## src/rtl/pipe_hazard_ctrl_if.sv

```systemverilog
// Port bundle for the pipeline hazard controller: pipeline status in, stall/flush controls out.
// Data-memory handshake: i_mem_req stays high while an access is outstanding; the access
// completes in the cycle i_mem_ack is high, and no stall is raised for that cycle.
interface pipe_hazard_ctrl_if #(
    parameter int AWIDTH    = 5,
    parameter int CNT_WIDTH = 16
);
    logic                 i_ce;
    logic                 i_stall;
    logic                 i_flush;
    logic [AWIDTH-1:0]    i_de_rs1_addr;
    logic [AWIDTH-1:0]    i_de_rs2_addr;
    logic                 i_de_rs1_used;
    logic                 i_de_rs2_used;
    logic                 i_ex_valid;
    logic                 i_ex_is_load;
    logic [AWIDTH-1:0]    i_ex_rd_addr;
    logic                 i_ex_change_pc;
    logic                 i_mem_req;
    logic                 i_mem_ack;
    logic                 o_fetch_stall;
    logic                 o_decode_stall;
    logic                 o_execute_stall;
    logic                 o_mem_stall;
    logic                 o_fetch_flush;
    logic                 o_decode_flush;
    logic                 o_execute_flush;
    logic                 o_bubble;
    logic [1:0]           o_state;
    logic                 o_timeout;
    logic [CNT_WIDTH-1:0] o_stall_cnt;
    logic [CNT_WIDTH-1:0] o_flush_cnt;

    modport master (
        output i_ce, i_stall, i_flush, i_de_rs1_addr, i_de_rs2_addr, i_de_rs1_used,
               i_de_rs2_used, i_ex_valid, i_ex_is_load, i_ex_rd_addr, i_ex_change_pc,
               i_mem_req, i_mem_ack,
        input  o_fetch_stall, o_decode_stall, o_execute_stall, o_mem_stall, o_fetch_flush,
               o_decode_flush, o_execute_flush, o_bubble, o_state, o_timeout,
               o_stall_cnt, o_flush_cnt
    );

    modport slave (
        input  i_ce, i_stall, i_flush, i_de_rs1_addr, i_de_rs2_addr, i_de_rs1_used,
               i_de_rs2_used, i_ex_valid, i_ex_is_load, i_ex_rd_addr, i_ex_change_pc,
               i_mem_req, i_mem_ack,
        output o_fetch_stall, o_decode_stall, o_execute_stall, o_mem_stall, o_fetch_flush,
               o_decode_flush, o_execute_flush, o_bubble, o_state, o_timeout,
               o_stall_cnt, o_flush_cnt
    );
endinterface

```

## src/rtl/pipe_hazard_ctrl.sv

```systemverilog
// Central stall/flush scheduler for the fetch-decode-execute-memory pipeline.
// Control outputs are Mealy; state, redirect/wait counters and statistics are registered.
module pipe_hazard_ctrl #(
    parameter int AWIDTH       = 5,
    parameter int FLUSH_CYCLES = 2,
    parameter int MEM_TIMEOUT  = 15,
    parameter int CNT_WIDTH    = 16
) (
    input logic               fm_clk,
    input logic               fm_rst,
    pipe_hazard_ctrl_if.slave hz
);
    typedef enum logic [1:0] {
        RUN      = 2'd0,
        MEM_WAIT = 2'd1,
        REDIRECT = 2'd2,
        HALT     = 2'd3
    } state_t;

    localparam logic [3:0] RCNT_INIT = 4'(FLUSH_CYCLES - 1);
    localparam logic [7:0] WAIT_LAST = 8'(MEM_TIMEOUT - 1);

    state_t               state_q, state_d;
    logic [3:0]           rcnt_q, rcnt_d;
    logic [7:0]           wcnt_q, wcnt_d;
    logic                 timeout_q;
    logic [CNT_WIDTH-1:0] stall_cnt_q, flush_cnt_q;
    logic [AWIDTH-1:0]    rd_addr;
    logic                 load_use, redirect_req;
    logic                 set_timeout, flush_evt;
    logic                 stall_all, lu_stall;
    logic                 fetch_flush, decode_flush, execute_flush;
    logic                 fetch_stall;

    assign rd_addr      = hz.i_ex_rd_addr;
    assign load_use     = hz.i_ex_valid && hz.i_ex_is_load && (rd_addr != '0) &&
                          ((hz.i_de_rs1_used && (hz.i_de_rs1_addr == rd_addr)) ||
                           (hz.i_de_rs2_used && (hz.i_de_rs2_addr == rd_addr)));
    assign redirect_req = hz.i_flush || hz.i_ex_change_pc;

    always_comb begin
        state_d       = state_q;
        rcnt_d        = rcnt_q;
        wcnt_d        = wcnt_q;
        set_timeout   = 1'b0;
        flush_evt     = 1'b0;
        stall_all     = 1'b0;
        lu_stall      = 1'b0;
        fetch_flush   = 1'b0;
        decode_flush  = 1'b0;
        execute_flush = 1'b0;
        if (!fm_rst) begin
            if (state_q == HALT || !hz.i_ce) begin
                stall_all = 1'b1;
            end else begin
                case (state_q)
                    RUN, REDIRECT: begin
                        // A branch retires itself, so only an external flush squashes execute.
                        if (redirect_req) begin
                            fetch_flush   = 1'b1;
                            decode_flush  = 1'b1;
                            execute_flush = hz.i_flush;
                            flush_evt     = 1'b1;
                            rcnt_d        = RCNT_INIT;
                            state_d       = (RCNT_INIT != 4'd0) ? REDIRECT : RUN;
                        end else if (state_q == REDIRECT) begin
                            fetch_flush = (rcnt_q != 4'd0);
                            rcnt_d      = (rcnt_q != 4'd0) ? rcnt_q - 4'd1 : 4'd0;
                            if (rcnt_q <= 4'd1) state_d = RUN;
                        end else if (hz.i_mem_req && !hz.i_mem_ack) begin
                            stall_all = 1'b1;
                            wcnt_d    = 8'd1;
                            state_d   = MEM_WAIT;
                        end else if (load_use) begin
                            lu_stall = 1'b1;
                        end else if (hz.i_stall) begin
                            stall_all = 1'b1;
                        end
                    end
                    MEM_WAIT: begin
                        if (hz.i_mem_ack) begin
                            wcnt_d  = 8'd0;
                            state_d = RUN;
                        end else begin
                            stall_all = 1'b1;
                            wcnt_d    = wcnt_q + 8'd1;
                            // Counter would reach the limit this edge: abort the access.
                            if (wcnt_q >= WAIT_LAST) begin
                                set_timeout   = 1'b1;
                                execute_flush = 1'b1;
                                wcnt_d        = 8'd0;
                                state_d       = HALT;
                            end
                        end
                    end
                    default: ;
                endcase
            end
        end
    end

    assign fetch_stall = stall_all || lu_stall;

    always_ff @(posedge fm_clk) begin
        if (fm_rst) begin
            state_q     <= RUN;
            rcnt_q      <= 4'd0;
            wcnt_q      <= 8'd0;
            timeout_q   <= 1'b0;
            stall_cnt_q <= '0;
            flush_cnt_q <= '0;
        end else begin
            if (hz.i_ce) begin
                state_q <= state_d;
                rcnt_q  <= rcnt_d;
                wcnt_q  <= wcnt_d;
            end
            if (set_timeout) timeout_q <= 1'b1;
            if (fetch_stall && (hz.i_ce || state_q == HALT) && (stall_cnt_q != '1))
                stall_cnt_q <= stall_cnt_q + CNT_WIDTH'(1);
            if (flush_evt && (flush_cnt_q != '1))
                flush_cnt_q <= flush_cnt_q + CNT_WIDTH'(1);
        end
    end

    assign hz.o_fetch_stall   = fetch_stall;
    assign hz.o_decode_stall  = fetch_stall;
    assign hz.o_execute_stall = stall_all;
    assign hz.o_mem_stall     = stall_all;
    assign hz.o_fetch_flush   = fetch_flush;
    assign hz.o_decode_flush  = decode_flush;
    assign hz.o_execute_flush = execute_flush;
    assign hz.o_bubble        = lu_stall;
    assign hz.o_state         = state_q;
    assign hz.o_timeout       = timeout_q;
    assign hz.o_stall_cnt     = stall_cnt_q;
    assign hz.o_flush_cnt     = flush_cnt_q;
endmodule

```

## src/flat_wrapper.sv

```systemverilog
// flat-port wrapper written by rule: the top's interface ports become plain ports
module pipe_hazard_ctrl_flat 
#(
    parameter int AWIDTH       = 5,
    parameter int FLUSH_CYCLES = 2,
    parameter int MEM_TIMEOUT  = 15,
    parameter int CNT_WIDTH    = 16
)
  (fm_clk, fm_rst, hz_i_ce, hz_i_stall, hz_i_flush, hz_i_de_rs1_addr, hz_i_de_rs2_addr, hz_i_de_rs1_used, hz_i_de_rs2_used, hz_i_ex_valid, hz_i_ex_is_load, hz_i_ex_rd_addr, hz_i_ex_change_pc, hz_i_mem_req, hz_i_mem_ack, hz_o_fetch_stall, hz_o_decode_stall, hz_o_execute_stall, hz_o_mem_stall, hz_o_fetch_flush, hz_o_decode_flush, hz_o_execute_flush, hz_o_bubble, hz_o_state, hz_o_timeout, hz_o_stall_cnt, hz_o_flush_cnt);
  pipe_hazard_ctrl_if #(.AWIDTH(AWIDTH), .CNT_WIDTH(CNT_WIDTH)) hz_i ();
  input logic fm_clk;
  input logic fm_rst;
  input wire logic [$bits(hz_i.i_ce)-1:0] hz_i_ce;
  input wire logic [$bits(hz_i.i_stall)-1:0] hz_i_stall;
  input wire logic [$bits(hz_i.i_flush)-1:0] hz_i_flush;
  input wire logic [$bits(hz_i.i_de_rs1_addr)-1:0] hz_i_de_rs1_addr;
  input wire logic [$bits(hz_i.i_de_rs2_addr)-1:0] hz_i_de_rs2_addr;
  input wire logic [$bits(hz_i.i_de_rs1_used)-1:0] hz_i_de_rs1_used;
  input wire logic [$bits(hz_i.i_de_rs2_used)-1:0] hz_i_de_rs2_used;
  input wire logic [$bits(hz_i.i_ex_valid)-1:0] hz_i_ex_valid;
  input wire logic [$bits(hz_i.i_ex_is_load)-1:0] hz_i_ex_is_load;
  input wire logic [$bits(hz_i.i_ex_rd_addr)-1:0] hz_i_ex_rd_addr;
  input wire logic [$bits(hz_i.i_ex_change_pc)-1:0] hz_i_ex_change_pc;
  input wire logic [$bits(hz_i.i_mem_req)-1:0] hz_i_mem_req;
  input wire logic [$bits(hz_i.i_mem_ack)-1:0] hz_i_mem_ack;
  output wire logic [$bits(hz_i.o_fetch_stall)-1:0] hz_o_fetch_stall;
  output wire logic [$bits(hz_i.o_decode_stall)-1:0] hz_o_decode_stall;
  output wire logic [$bits(hz_i.o_execute_stall)-1:0] hz_o_execute_stall;
  output wire logic [$bits(hz_i.o_mem_stall)-1:0] hz_o_mem_stall;
  output wire logic [$bits(hz_i.o_fetch_flush)-1:0] hz_o_fetch_flush;
  output wire logic [$bits(hz_i.o_decode_flush)-1:0] hz_o_decode_flush;
  output wire logic [$bits(hz_i.o_execute_flush)-1:0] hz_o_execute_flush;
  output wire logic [$bits(hz_i.o_bubble)-1:0] hz_o_bubble;
  output wire logic [$bits(hz_i.o_state)-1:0] hz_o_state;
  output wire logic [$bits(hz_i.o_timeout)-1:0] hz_o_timeout;
  output wire logic [$bits(hz_i.o_stall_cnt)-1:0] hz_o_stall_cnt;
  output wire logic [$bits(hz_i.o_flush_cnt)-1:0] hz_o_flush_cnt;
  assign hz_i.i_ce = hz_i_ce;
  assign hz_i.i_stall = hz_i_stall;
  assign hz_i.i_flush = hz_i_flush;
  assign hz_i.i_de_rs1_addr = hz_i_de_rs1_addr;
  assign hz_i.i_de_rs2_addr = hz_i_de_rs2_addr;
  assign hz_i.i_de_rs1_used = hz_i_de_rs1_used;
  assign hz_i.i_de_rs2_used = hz_i_de_rs2_used;
  assign hz_i.i_ex_valid = hz_i_ex_valid;
  assign hz_i.i_ex_is_load = hz_i_ex_is_load;
  assign hz_i.i_ex_rd_addr = hz_i_ex_rd_addr;
  assign hz_i.i_ex_change_pc = hz_i_ex_change_pc;
  assign hz_i.i_mem_req = hz_i_mem_req;
  assign hz_i.i_mem_ack = hz_i_mem_ack;
  assign hz_o_fetch_stall = hz_i.o_fetch_stall;
  assign hz_o_decode_stall = hz_i.o_decode_stall;
  assign hz_o_execute_stall = hz_i.o_execute_stall;
  assign hz_o_mem_stall = hz_i.o_mem_stall;
  assign hz_o_fetch_flush = hz_i.o_fetch_flush;
  assign hz_o_decode_flush = hz_i.o_decode_flush;
  assign hz_o_execute_flush = hz_i.o_execute_flush;
  assign hz_o_bubble = hz_i.o_bubble;
  assign hz_o_state = hz_i.o_state;
  assign hz_o_timeout = hz_i.o_timeout;
  assign hz_o_stall_cnt = hz_i.o_stall_cnt;
  assign hz_o_flush_cnt = hz_i.o_flush_cnt;
  pipe_hazard_ctrl #(.AWIDTH(AWIDTH), .FLUSH_CYCLES(FLUSH_CYCLES), .MEM_TIMEOUT(MEM_TIMEOUT), .CNT_WIDTH(CNT_WIDTH)) u_core (.fm_clk(fm_clk), .fm_rst(fm_rst), .hz(hz_i));
endmodule
```

## config.mk

```make
export PLATFORM = sky130hd
export DESIGN_NAME = pipe_hazard_ctrl_flat
export DESIGN_NICKNAME = d
export VERILOG_FILES = /design/src/rtl/pipe_hazard_ctrl_if.sv /design/src/rtl/pipe_hazard_ctrl.sv /design/src/flat_wrapper.sv
export SDC_FILE = /design/constraint.sdc
export NUM_CORES = 1
export LEC_CHECK = 0
export CAP_MARGIN = 20
export CORE_MARGIN = 2
export CORE_UTILIZATION = 49
export DETAILED_ROUTE_END_ITERATION = 16
export PLACE_DENSITY = 0.84
export SETUP_SLACK_MARGIN = 0.4
export SLEW_MARGIN = 10
export SYNTH_ARGS = -nofsm -noshare
export SYNTH_HDL_FRONTEND = slang
export SYNTH_SLANG_ARGS = --single-unit
```

## constraint.sdc

```tcl
create_clock -name fm_clk -period 3.3 [get_ports fm_clk]
set_input_delay 0.66 -clock fm_clk [delete_from_list [all_inputs] [get_ports fm_clk]]
set_output_delay 0.66 -clock fm_clk [all_outputs]
set_load 0.005 [all_outputs]
```

==> key figures, run 1 <==
Routing
  – Total Wirelength: around 7000 um
  – WL/cell: about 14 um
  – DRT Pass-1 Iters: 4
  – DRC: 0
  – Initial detailed-routing violation count: 184
  – ANT nets after route: 0
  – Routed vias/inst: around 5.7
  – Vias: 2757

Flow run
  – Max Cap Viol: 0

Critical path
  – Startpoint types: primary input
  – Crit-path slowest cell: clkdlybuf4s50_1
  – Critical path peak fanout: 2
  – Sum of buffers and inverters on the critical path: 3
  – Largest delay contributor family on the critical path: buffers and inverters
  – Data required, critical path: around 2.6 ns
  – Endpoint type of the worst setup path: output port
  – Crit Path Class: in -> out
  – Crit-path cells: clkdlybuf4s50_1 > and2_1 > a32oi_2 > nor2b_4 > buf_6 > o21ba_4 > a21oi_4 > buf_2
  – CP arrival: about 2.2 ns
  – Crit-path max cell delay: 0.43 ns

Status
  – Outcome: finished, final reports clean

Synthesis
  – Top_reg_cell synth: dfxtp_1
  – Yosys reg bits: 47
  – Post-synth ARST share: 0
  – Yosys warns: 0
  – Mean area per synthesized cell: 7.939 um2
  – Seq/Total Area, Yosys: 0.3591
  – Mapped Nets: roughly 360
  – Post-Synthesis Cells: 330
  – Synth cell types: 48
  – Post-synth EDFFs: 0
  – Netlist Area Pre-Place: between 0.002 and 0.003 mm2

CTS
  – CTS H-tree depth: 2
  – Num CTS Buffers: 5
  – CTS tree: done
  – Clock Pin Slew Worst Setup and Hold Paths: about 0.08 ns
  – Clock Path Buffers: 2
  – Root buffer cell: clkbuf_8
  – # clock sinks: between 40 and 50
  – Clock Latency Late Sink: about 0.30 ns

Global route
  – GRT overflow: 0
  – Initial antenna violation count: 0
  – Pin count of the biggest net entering global routing: 53
  – Overall fraction of global-route tracks in use: 0.2248
  – First-pass GRT wire length: about 11000 um
  – Vias in the first global route: roughly 2500

Timing
  – Worst-Margin Slew: between 0.4 and 0.5 ns
  – Setup violators final: 0
  – Rel. slew slack: 0.7068
  – Hold Vio Cnt, Final: 0
  – Final worst setup slack: ~0.45 ns
  – RSZ-0062 raised after global routing: no
  – Worst Skew: between 0.01 and 0.015 ns
  – Setup TNS Final: 0 ns
  – Final cycle utilization of the critical path: 0.8651
  – Fin crit period: ~2.9 ns
  – Maximum clock frequency: between 300 and 400 MHz
  – Worst hold slack: around 0.5 ns
  – Max-slew violations: 0

Die
  – Die X-Extent: 77.12 um
  – Core area: roughly 0.0051 mm2
  – Ports: 70
  – Die Ht: 77.12 um
  – Row count: 26
  – Total Die Area: 0.005947 mm2
  – Initial core utilization: 0.5097

Worst hold path
  – Hold Path Class: reg -> reg

Place
  – IO buf count: 69
  – Place WS: -0.1988 ns
  – Placed inst area: around 0.0035 mm2
  – Gpl congestion: 0.8349
  – Post-DP HPWL: between 4000 and 5000 um

Power
  – Pwr/cell area: 295.5 mW/mm2
  – Total Power: about 1.1 mW
  – LEAKAGE: 1.332 nW
  – Maximum VDD drop: around 0.27 mV

Layout
  – NumNets Final: 440
  – Layout cells sized above 1: 0.1293
  – Diode count: 0
  – Finished Cell Area: approximately 0.0036 mm2
  – Layout overhead on the synthesized area: 38.97%
cell families after synthesis:
| logic type | after synthesis | share of synthesized area |
|---|---|---|
| buf+inv | 22 | 0.03486 |
| compound gates | 71 | 0.1691 |
| xor+xnor | 20 | 0.06686 |
| simple gates | 157 | 0.3128 |
| mux | 9 | 0.03821 |
| fa+ha+maj | 4 | 0.01910 |
| flops | 47 | 0.3591 |
cells in the mapped netlist, types with 2 or more instances:
library cell / n / area [um2]
xor2_1: 13 / 113.9
nand4_1: 12 / 75.07
a22oi_1: 2 / 15.01
nand3_1: 9 / 45.04
buf_4: 2 / 15.01
and2_1: 3 / 18.77
buf_1: 2 / 7.510
nor4_1: 5 / 31.28
o31ai_1: 6 / 45.04
nor3_1: 16 / 80.08
or3_1: 9 / 56.30
nand2_1: 24 / 90.09
or4_1: 7 / 52.55
ha_1: 4 / 50.05
o211ai_1: 2 / 15.01
and4_1: 3 / 26.28
o21ai_0: 15 / 75.07
o21ba_2: 2 / 20.02
nor3b_1: 4 / 30.03
xnor2_1: 7 / 61.31
clkbuf_1: 10 / 37.54
a31oi_1: 3 / 18.77
and3_1: 4 / 25.02
a21boi_0: 2 / 15.01
nor2_1: 41 / 153.9
a21oi_1: 25 / 125.1
a32oi_1: 2 / 17.52
inv_1: 7 / 26.28
nor2b_1: 13 / 81.33
dfxtp_1: 47 / 940.9
a211oi_1: 4 / 30.03
mux2_1: 8 / 90.09
a41oi_1: 2 / 17.52
metrics by stage:
stage / cells / utilization
global route: 480 / 0.7084
floorplan: 330 / -
finish: 480 / 0.7084
detailed placement: 470 / 0.6767
CTS: 480 / 0.6989
global placement: 470 / 0.6767
worst paths after layout:
kind                        startpoint                        to  slack (ns)  depth (start not counted)
hold / removal     u_core.hz.o_timeout       u_core.hz.o_timeout        0.50                          2
setup / recovery      hz_i_de_rs2_used         hz_o_decode_stall        0.45                          8
hold reg to reg    u_core.hz.o_timeout       u_core.hz.o_timeout        0.50                          2
setup reg to reg  u_core.hz.o_state[1]  u_core.hz.o_stall_cnt[7]        1.04                          8
layer usage:
layer | routed length, um | GRT usage
met4 | 192 | 0.08393
met1 | 2945 | 0.2867
met2 | 3324 | 0.3774
met3 | 432 | 0.04118
met5 | 0 | 0
state kept, by name (all words and copies together) (netlist names):
| name | flops |
|---|---|
| u_core.hz.o_flush_cnt | 16 |
| u_core.hz.o_stall_cnt | 16 |
| u_core.hz.o_state | 2 |
| u_core.hz.o_timeout | 1 |
| u_core.rcnt_q | 4 |
| u_core.wcnt_q | 8 |
worst register-to-register path: cells and delay by family, from the launching register on:
kind	cells	cell delay (ns)
AO/OA/AOI/OAI	2	0.39
buffers and inverters	2	0.34
AND/OR/NAND/NOR	3	0.49
flip-flops	1	0.59
multiplexers	1	0.36
power by group:
group | switching [mW] | internal (mW)
clock | 0.183 | 0.149
sequential | 0.0101 | 0.573
combinational | 0.0800 | 0.0812
final cells by class:
type / instances / area, um2
Multi-Input combinational cell: 261 / 1698
Fill cell: 423 / 1499
Sequential cell: 47 / 940.9
Timing Repair Buffer: 87 / 807.0
Tap cell: 70 / 87.58
Clock buffer: 7 / 76.32
Inverter: 7 / 26.28
Clock inverter: 1 / 5.005
cells in the final DEF, fill, tap and decap left out, drive strengths merged, types with 8 or more instances in the layout:
cell type | Yosys | routed
a21oi | 25 | 25
buf | 5 | 22
clkbuf | 10 | 12
clkdlybuf4s50 | 0 | 46
dfxtp | 47 | 47
dlygate4sd2 | 0 | 8
mux2 | 8 | 8
nand2 | 24 | 24
nand3 | 9 | 9
nand4 | 12 | 12
nor2 | 41 | 41
nor2b | 13 | 13
nor3 | 16 | 16
o21ai | 16 | 16
or3 | 9 | 9
xor2 | 13 | 13
repair_timing:
action                                  CTS  global route
endpoints found under the setup margin   21             8
setup buffers                             2             0
resized for setup                        48            24
pin swaps                                 7             7
hold buffers                              0             0
No activity file was read; power rests on OpenSTA's default activity.
==> inputs of run 2 (changes only) <==
--- a/config.mk
+++ b/config.mk
@@ -9,7 +9,8 @@
 export CORE_MARGIN = 2
 export CORE_UTILIZATION = 49
 export DETAILED_ROUTE_END_ITERATION = 16
-export PLACE_DENSITY = 0.84
+export HOLD_SLACK_MARGIN = 0.08
+export PLACE_DENSITY = 0.8
 export SETUP_SLACK_MARGIN = 0.4
 export SLEW_MARGIN = 10
 export SYNTH_ARGS = -nofsm -noshare
==> run 2 against run 1 <==
Critical path depth is 1 higher. Register-to-register slack better by 0.02 ns. Wire length is 0.68% lower. Global-route usage is 0.82 points higher. Clock power is 25% higher. Largest cell class unchanged. Non-clock buffer count is 2 higher. Power is 7.6% higher. Sequential power hardly changed. Cell count is 0.21% higher. Sequential cell count stayed put. Utilization is 0.22 points higher. Cell area is 0.31% higher.
==> key figures, run 2 (synthesized netlist as in run 1, its figures left out) <==
Timing
  – Max-slew violations: 0
  – Worst-Margin Slew: around 0.5 ns
  – RSZ-0062 raised after global routing: yes
  – Rel. slew slack: 0.6701
  – Worst hold slack: between 0.4 and 0.5 ns
  – Final worst setup slack: ~0.48 ns
  – Setup violators final: 0
  – Hold Vio Cnt, Final: 0
  – Setup TNS Final: 0 ns
  – Final cycle utilization of the critical path: 0.8557
  – Worst Skew: about 0.010 ns
  – Maximum clock frequency: around 350 MHz
  – Fin crit period: 2.824 ns

Global route
  – First-pass GRT wire length: between 10000 and 15000 um
  – Initial antenna violation count: 0
  – Overall fraction of global-route tracks in use: 0.2331
  – Vias in the first global route: between 2000 and 2500
  – Pin count of the biggest net entering global routing: 50
  – GRT overflow: 0

Critical path
  – Crit-path cells: dlygate4sd2_1 > buf_4 > nor3_2 > a211oi_2 > nor2b_4 > o21ba_4 > buf_4 > a21oi_2 > buf_2
  – Endpoint type of the worst setup path: output port
  – Crit-path slowest cell: dlygate4sd2_1
  – Sum of buffers and inverters on the critical path: 4
  – Crit Path Class: in -> out
  – Largest delay contributor family on the critical path: buffers and inverters
  – Startpoint types: primary input
  – Data required, critical path: about 2.6 ns
  – CP most frequent cell: buf_4
  – Critical path peak fanout: 3
  – CP arrival: 2.16 ns
  – Crit-path max cell delay: ~0.28 ns

Place
  – Placed inst area: approximately 0.0035 mm2
  – Place WS: -0.3322 ns
  – Cell count after placement: between 400 and 500
  – Gpl congestion: a little under 0.8
  – Post-DP HPWL: approximately 5000 um
  – IO buf count: 69

Flow run
  – Max Cap Viol: 0

Layout
  – Multi-input logic area: 0.001665 mm2
  – Commonest non-fill, non-tap cell in the layout: dfxtp_1
  – Commonest cells after routing, fill and taps aside: 47 x dfxtp_1, 45 x clkdlybuf4s50_1, 40 x nor2_1
  – Layout cells sized above 1: 0.1217
  – Post-layout util: 0.7106
  – Layout Cells excl Fill: a little under 500
  – NumNets Final: around 440
  – Layout overhead on the synthesized area: 39.40%
  – Diode count: 0
  – Finished Cell Area: about 0.0037 mm2
  – Area taken by flip-flops and latches: around 940 um2
  – Layout fillers: 465

Power
  – Switching power: between 0.2 and 0.3 mW
  – Switching part of the total power: 0.2423
  – LEAKAGE: between 1 and 1.5 nW
  – Part of the power in registers: 0.503
  – Clock share of power: 0.359
  – Total Power: approximately 1.2 mW
  – Pwr/cell area: 317.0 mW/mm2
  – Gate power share: 0.138
  – Maximum VDD drop: about 0.28 mV
  – Cell Int Power: approximately 0.88 mW

CTS
  – CTS tree: done
  – CTS H-tree depth: 2
  – # clock sinks: 47
  – Clock Path Buffers: 2
  – Root buffer cell: clkbuf_8
  – Num CTS Buffers: 5
  – Clock Latency Late Sink: around 0.3 ns
  – Clock Pin Slew Worst Setup and Hold Paths: roughly 0.080 ns

Routing
  – Vias: approximately 2700
  – Initial detailed-routing violation count: ~180
  – Total Wirelength: between 6000 and 7000 um
  – WL/cell: roughly 14 um
  – ANT nets after route: 0
  – DRT Pass-1 Iters: 4
  – Routed vias/inst: around 5.7
  – DRC: 0

Die
  – Initial core utilization: 0.5097
  – Ports: 70
  – Total Die Area: between 0.005 and 0.006 mm2
  – Die X-Extent: around 77 um
  – Die Ht: between 70 and 80 um
  – Core area: 0.005140 mm2
  – Row count: 26

Worst hold path
  – Hold Path Class: reg -> reg

Status
  – Outcome: finished, final reports clean
run 2: layer usage:
metal | up-vias | part of all wire | GRT usage | wire (um)
met5 | - | 0 | 0 | 0
met4 | 0 | 0.014 | 0.06250 | 94
met3 | 9 | 0.053 | 0.04471 | 366
met2 | 62 | 0.48 | 0.3678 | 3256
met1 | 1304 | 0.46 | 0.3258 | 3130
li1 | 1355 | - | - | -
run 2: final timing paths:
kind / from / to / slack (ns) / depth (start not counted)
setup / recovery: hz_i_ex_rd_addr[1] / hz_o_fetch_stall / 0.48 / 9
setup reg to reg: u_core.hz.o_state[1] / u_core.hz.o_stall_cnt[6] / 1.06 / 8
hold / removal: u_core.hz.o_timeout / u_core.hz.o_timeout / 0.48 / 2
hold reg to reg: u_core.hz.o_timeout / u_core.hz.o_timeout / 0.48 / 2
run 2: cell type report:
type,count,share of cell area
inverters,7,0.007194
clock inverters,1,0.008222
flip-flops and latches,47,0.2576
clock buffers,6,0.01987
repair buffers,89,0.2271
multi-input cells,261,0.4560
well taps,70,0.02398
run 2: power groups by stage:
stage,logic (mW),clock network (mW),registers [mW]
CTS,0.155,0.421,0.582
global placement,0.153,0,0.596
detailed placement,0.155,0,0.596
floorplan,0.0732,0,0.592
global route,0.175,0.442,0.585
finish,0.159,0.416,0.583
run 2: repair_timing:
action / CTS / global route
gates cloned: 0 / 0
pin swaps: 9 / 7
gates resized for setup: 40 / 24
setup endpoints to repair: 22 / 14
endpoints found under the hold margin: 0 / 0
hold buffers: 0 / 0
setup buffers: 2 / 1
run 2: worst min-delay path: stages, from the launching register on:
cell	delay [ns]
dfxtp_1	0.34
a21oi_1	0.04
nor2_1	0.07
